## src/rtl/shift_register_unloader_if.sv

```systemverilog
// Handshake and data bundle between a snapshot source/sink and the unloader.
interface shift_register_unloader_if #(
    parameter int unsigned WIDTH = 8,
    parameter int unsigned SIZE  = 8
);
    logic                    load;
    logic [WIDTH*SIZE-1:0]   data_in;
    logic                    out_ready;
    logic                    out_valid;
    logic [WIDTH-1:0]        data_out;
    logic                    out_last;
    logic                    busy;
    logic                    done;

    // Side that requests snapshots and consumes the serial stream.
    modport master (
        output load,
        output data_in,
        output out_ready,
        input  out_valid,
        input  data_out,
        input  out_last,
        input  busy,
        input  done
    );

    // The unloader itself.
    modport slave (
        input  load,
        input  data_in,
        input  out_ready,
        output out_valid,
        output data_out,
        output out_last,
        output busy,
        output done
    );
endinterface

```

## src/rtl/shift_register_unloader.sv

```systemverilog
// Parallel-in, serial-out unloader: snapshots SIZE samples and streams them
// oldest-first over a valid/ready handshake, flagging the last and pulsing done.
module shift_register_unloader #(
    parameter int unsigned WIDTH = 8,
    parameter int unsigned SIZE  = 8
) (
    input  logic                           clk,
    input  logic                           rst_n,
    shift_register_unloader_if.slave       bus
);
    localparam int unsigned IDX_W = (SIZE > 1) ? $clog2(SIZE) : 1;

    typedef enum logic {
        IDLE,
        SEND
    } state_t;

    state_t                       state;
    logic [SIZE-1:0][WIDTH-1:0]   snap;
    logic [IDX_W-1:0]             idx;

    // Sequencer: capture on load in IDLE, then walk idx down to 0 per transfer.
    // Outputs are computed one edge ahead so they stay purely registered.
    always_ff @(posedge clk) begin
        if (!rst_n) begin
            state         <= IDLE;
            snap          <= '0;
            idx           <= '0;
            bus.out_valid <= 1'b0;
            bus.data_out  <= '0;
            bus.out_last  <= 1'b0;
            bus.busy      <= 1'b0;
            bus.done      <= 1'b0;
        end else begin
            bus.done <= 1'b0;
            case (state)
                IDLE: begin
                    if (bus.load) begin
                        snap          <= bus.data_in;
                        idx           <= IDX_W'(SIZE - 1);
                        state         <= SEND;
                        bus.out_valid <= 1'b1;
                        bus.busy      <= 1'b1;
                        bus.data_out  <= bus.data_in[(SIZE-1)*WIDTH +: WIDTH];
                        bus.out_last  <= 1'b0;
                    end
                end
                SEND: begin
                    if (bus.out_ready) begin
                        if (idx == '0) begin
                            state         <= IDLE;
                            bus.out_valid <= 1'b0;
                            bus.busy      <= 1'b0;
                            bus.data_out  <= '0;
                            bus.out_last  <= 1'b0;
                            bus.done      <= 1'b1;
                        end else begin
                            idx           <= idx - IDX_W'(1);
                            bus.data_out  <= snap[idx - IDX_W'(1)];
                            bus.out_last  <= (idx == IDX_W'(1));
                        end
                    end
                end
                default: begin
                    state <= IDLE;
                end
            endcase
        end
    end
endmodule

```

## src/flat_wrapper.sv

```systemverilog
// flat-port wrapper written by rule: the top's interface ports become plain ports
module shift_register_unloader_flat 
#(
    parameter int unsigned WIDTH = 8,
    parameter int unsigned SIZE  = 8
)
  (clk, rst_n, bus_load, bus_data_in, bus_out_ready, bus_out_valid, bus_data_out, bus_out_last, bus_busy, bus_done);
  shift_register_unloader_if #(.WIDTH(WIDTH), .SIZE(SIZE)) bus_i ();
  input  logic clk;
  input  logic rst_n;
  input wire logic [$bits(bus_i.load)-1:0] bus_load;
  input wire logic [$bits(bus_i.data_in)-1:0] bus_data_in;
  input wire logic [$bits(bus_i.out_ready)-1:0] bus_out_ready;
  output wire logic [$bits(bus_i.out_valid)-1:0] bus_out_valid;
  output wire logic [$bits(bus_i.data_out)-1:0] bus_data_out;
  output wire logic [$bits(bus_i.out_last)-1:0] bus_out_last;
  output wire logic [$bits(bus_i.busy)-1:0] bus_busy;
  output wire logic [$bits(bus_i.done)-1:0] bus_done;
  assign bus_i.load = bus_load;
  assign bus_i.data_in = bus_data_in;
  assign bus_i.out_ready = bus_out_ready;
  assign bus_out_valid = bus_i.out_valid;
  assign bus_data_out = bus_i.data_out;
  assign bus_out_last = bus_i.out_last;
  assign bus_busy = bus_i.busy;
  assign bus_done = bus_i.done;
  shift_register_unloader #(.WIDTH(WIDTH), .SIZE(SIZE)) u_core (.clk(clk), .rst_n(rst_n), .bus(bus_i));
endmodule
```

## config.mk

```make
export PLATFORM = sky130hd
export DESIGN_NAME = shift_register_unloader_flat
export DESIGN_NICKNAME = d
export VERILOG_FILES = /design/src/rtl/shift_register_unloader_if.sv /design/src/rtl/shift_register_unloader.sv /design/src/flat_wrapper.sv
export SDC_FILE = /design/constraint.sdc
export NUM_CORES = 1
export LEC_CHECK = 0
export BUFFER_PORTS_ARGS = -buffer_cell sky130_fd_sc_hd__buf_2
export CORE_AREA = 2 2 91 85
export DETAILED_ROUTE_END_ITERATION = 12
export DIE_AREA = 0 0 93 87
export PLACE_DENSITY = 0.73
export SYNTH_ARGS = -nofsm -noshare
export SYNTH_HDL_FRONTEND = slang
export SYNTH_SLANG_ARGS = --single-unit
```

## constraint.sdc

```tcl
create_clock -name clk -period 2.9 [get_ports clk]
set_input_delay 0.29 -clock clk [delete_from_list [all_inputs] [get_ports clk]]
set_output_delay 0.29 -clock clk [all_outputs]
set_load 0.05 [all_outputs]
```

; After elaboration in Yosys (flattened, before gate mapping)
; Index checks and enable logic that the tools add are counted.
[word_totals]
regBits = 79
in_bits = 68
out_inout_bits = 12
[op_classes]
addsub = 1
order_cmp = 1
n_eq_ne = 5
muxes = 23
n_bitwise = 1
reduce_logical = 6
[op_table]
columns = operator, count
row1 = 2-to-1 mux 8 bit, 4
row2 = binary-select mux 8 bit (select 3 bit), 1
row3 = one-hot mux 8 bit (2 select lines), 1
row4 = 2-to-1 mux 1 bit, 10
row5 = 2-to-1 mux 3 bit, 3
row6 = AND reduction 3 bit, 3
row7 = "!= test 2 bit, second input constant", 4
row8 = one-hot mux 1 bit (2 select lines), 3
row9 = one-hot mux 3 bit (2 select lines), 1
row10 = "less-than comparator 3 x 4 -> 1 bit, second input constant", 1
row11 = AND reduction 2 bit, 2
row12 = "== test 3 x 1 -> 1 bit, second input constant", 1
row13 = zero test 3 bit, 1
row14 = "subtractor 3 x 1 -> 3 bit, second input constant", 1
row15 = inverter 1 bit, 1

; Logic depth before layout (Yosys ltp)
[depth]
ltp_word = 6
depth_mapped = 9
depth_no_buf = 5

; Worst setup path before layout
; OpenSTA, ideal clock, no wires.
[synth_path]
path_type = register -> register
startpoint = register u_core.idx[0]
endpoint = register u_core.bus.data_out[7]
t_arrival_ns = 1.902
required_time_ns = 2.774
setup_slack_ns = 0.872
path_stages_with_launch = 10
period_less_slack_ns = 2.028
path_cell_list = dfxtp_1 -> buf_4 -> buf_4 -> inv_1 -> ha_1 -> buf_6 -> buf_8 -> mux4_2 -> o211ai_2 -> a31oi_1
[synth_between]
elab_chain_cells = 6
elab_cells_between_ends = 7
cone_classes = add/sub: 1 / mux: 5 / reduce/logical: 1
[synth_lines]
columns = item, line_no
row1 = from (decl), shift_register_unloader.sv:20  ; logic [IDX_W-1:0] idx;
row2 = from (signal assigned), shift_register_unloader.sv:40  ; idx <= IDX_W'(SIZE - 1);
row3 = from (signal assigned), shift_register_unloader.sv:58  ; idx <= idx - IDX_W'(1);
row4 = subtractor 3 x 1 -> 3 bit, shift_register_unloader.sv:59  ; bus.data_out <= snap[idx - IDX_W'(1)];
row5 = binary-select mux 8 bit (select 3 bit), shift_register_unloader.sv:59
row6 = 2-to-1 mux 8 bit (not written as such), shift_register_unloader.sv:59
row7 = 2-to-1 mux 8 bit (*), shift_register_unloader.sv:50  ; if (idx == '0) begin
row8 = 2-to-1 mux 8 bit (*), shift_register_unloader.sv:49  ; if (bus.out_ready) begin
row9 = one-hot mux 8 bit (2 select lines) (*), shift_register_unloader.sv:36  ; case (state)
row10 = to (signal assigned), shift_register_unloader.sv:44  ; bus.data_out <= bus.data_in[(SIZE-1)*WIDTH +: WIDTH];
row11 = to (signal assigned), shift_register_unloader.sv:59
row12 = to (decl), shift_register_unloader_if.sv:33  ; output data_out,
; Mark *: on every way between the ends. The rest lies on a longest branch, timed or not. The select of a mux whose other input is x is not followed.
; A chain may end at the register's enable or synchronous reset.

; Final worst setup path
[layout_path]
startpoint = register u_core.idx[1]
endpoint = register u_core.bus.data_out[5]
; The elaborated chain is that of the path after synthesis.

==> run metrics <==
H-tree depth=3; top cell type's share of synthesized area=a little under half; routability cong.=~0.8; Tmin final=between 2 and 2.5 ns; post-layout util=a little under three fifths; vias in the first global route=2801; Critical Path End Type=flip-flop; P&R area growth vs syn=18.51%; PostCTS Resize Cnt=0; dpl hpwl=slightly below 6000 µm; largest net degree at the start of global routing=75; CTS Hold Bufs=0; Vias/cell=approximately 5.4; synthesized area per cell=around 8.8 µm²; Maximum Capacitance Violations=0; CTS root buf=clkbuf_8; CTS tree=done; Slew headroom=37.86%; Max Clk Rate=roughly 460 MHz; final setup violating endpoints=0; Worst R2R Path Depth=5; Hold Worst Slack=approximately 0.16 ns; die extent in x=between 90 and 100 µm; VDD IR max=~0.40 mV; EDFF count, synth=0; Iter 0 DRT Violations=between 200 and 250; router iterations before antenna repair=4; Worst-Margin Slew=0.9308 ns; Critical Path RT=roughly 3.1 ns; CTS clock-pin slew for the worst setup and hold paths=~0.08 ns; LEAKAGE=roughly 1.7 nW; Port-buffer cells=between 70 and 80; Num Clock Sinks=a little under 80; CP max FO=17; kind of critical path=reg -> reg; Main synth FF type=dfxtp_1; NumNets Final=~530; Post-Syn Area=approximately 3500 µm²; row count=30; synth unique cells=32; WL per Instance=about 15 µm; clk_lat worst skew=~0.36 ns; DRT antenna net count=0; syn nets=467; Worst Hold Class=in -> reg; Startpoint Class=flip-flop; initial antenna violation count=0; #FFs+latches synth=79; Final period util=74.61%; final hold vios=0; Mapped Cells=~400; dominant cell type by area after synthesis=dfxtp_1; first-pass GRT wire length=13320 µm; ranking of synthesized cells by area=dfxtp_1 46%, nand2_1 14%, mux4_1 11%; n_diodes=0; Die Span Y=87 µm; Pins Over Slew Limit=0; top-count cell post-synth=nand2_1; RSZ-0062 raised after global routing=no; Post-synth ARST share=0%; clk_skew=roughly 0.0054 ns; data arrival time of the critical path=between 2 and 2.5 ns; WHS Path Cells=3; total core area=7207 µm²; outcome=completed; post-synthesis sequential area ratio=45.60%; Die Area=8091 µm²; clock buffer depth=2; layout cells sized above 1=a little under a quarter; Starting Density=around half; DRT Wirelength=approximately 8400 µm; final setup TNS=0 ns; Power Dens Cells=641.1 nW/µm²; yosys warns=0; GRT Overall Usage=approximately a fifth; DRC=0; num ports=80; overall via count from detail_route=3030; total gr overflow=0; Synth top cells by count=129 x nand2_1, 79 x dfxtp_1, 66 x a21oi_1; Setup Buffers After CTS=0; clock buffer count from CTS=9
-- worst max-delay path: stages (launching register included) --
cell and delay (ns):
dfxtp_1 0.33, inv_1 0.07, ha_1 0.77, mux4_1 0.64
o211ai_1 0.12, a31oi_1 0.11
-- registers in the layout, indices dropped and copies added (netlist names) --
register	flops
u_core.snap	64
u_core.bus.data_out	8
u_core.idx	3
u_core.bus.done	1
u_core.bus.out_last	1
u_core.bus.out_valid	1
u_core.state	1
-- layout make-up --
class                   count  area (µm²)
clock buffers              12       155.1
repair buffers             85       452.9
fillers                   674        3097
well taps                  96       120.1
multi-input cells         279        1699
flip-flops and latches     79        1582
inverters                   3       11.26
clock inverters             3       90.09
-- through the flow --
stage	total power, mW	cells	area, µm²	setup slack [ns]
finish	2.635	557	4110	0.7363
global route	2.738	557	4110	0.5892
CTS	2.640	557	4110	0.7371
detailed placement	1.655	542	3865	0.7463
global placement	1.646	542	3865	0.8032
floorplan	1.539	396	3468	0.8725
-- layer usage --
| layer | GRT usage (%) | share of wire [%] | vias to the layer above |
|---|---|---|---|
| met5 | 0 | 0 | - |
| li1 | - | - | 1500 |
| met3 | 4.329 | 7.0 | 15 |
| met4 | 8.021 | 2.2 | 0 |
| met1 | 29.60 | 44 | 1412 |
| met2 | 33.14 | 47 | 103 |
-- worst paths after layout --
| kind | startpoint | slack (ns) | end |
|---|---|---|---|
| max | u_core.idx[1]$_SDFFE_PN0P_ | 0.74 | u_core.bus.data_out[5]$_SDFFE_PN0P_ |
| min | bus_data_in[50] | 0.16 | u_core.snap[50]$_SDFFE_PN0P_ |
| max reg2reg | u_core.idx[1]$_SDFFE_PN0P_ | 0.74 | u_core.bus.data_out[5]$_SDFFE_PN0P_ |
| min reg2reg | u_core.snap[17]$_SDFFE_PN0P_ | 0.45 | u_core.snap[17]$_SDFFE_PN0P_ |
-- cells in the final DEF (no fill, tap or decap), types with 2 or more instances in the layout --
master and count:
a211oi_1 2, a21oi_1 66, a311oi_1 2, a31oi_1 8
buf_2 79, buf_4 5, bufinv_16 3, clkbuf_8 11
dfxtp_1 79, ha_1 3, inv_1 2, mux4_1 14
mux4_2 2, nand2_1 129, nand3_1 3, nor2_1 4
nor2b_1 2, nor3_1 2, o211ai_1 15, o21ai_0 17
-- power breakdown --
part	switching, mW	total [mW]	internal, mW	leakage, nW
logic	0.255	0.424	0.170	0.928
registers	0.0508	1.21	1.16	0.650
clock network	0.389	1.00	0.615	0.123
total	0.695	2.63	1.94	1.70
-- cell families after synthesis --
| kind of cell | after synthesis | share of synthesized area [%] |
|---|---|---|
| simple gates | 147 | 17.14 |
| mux | 18 | 12.52 |
| fa+ha+maj | 3 | 1.082 |
| buf+inv | 38 | 5.700 |
| compound gates | 111 | 17.97 |
| flops | 79 | 45.60 |
(Power assumes the default switching activity.)
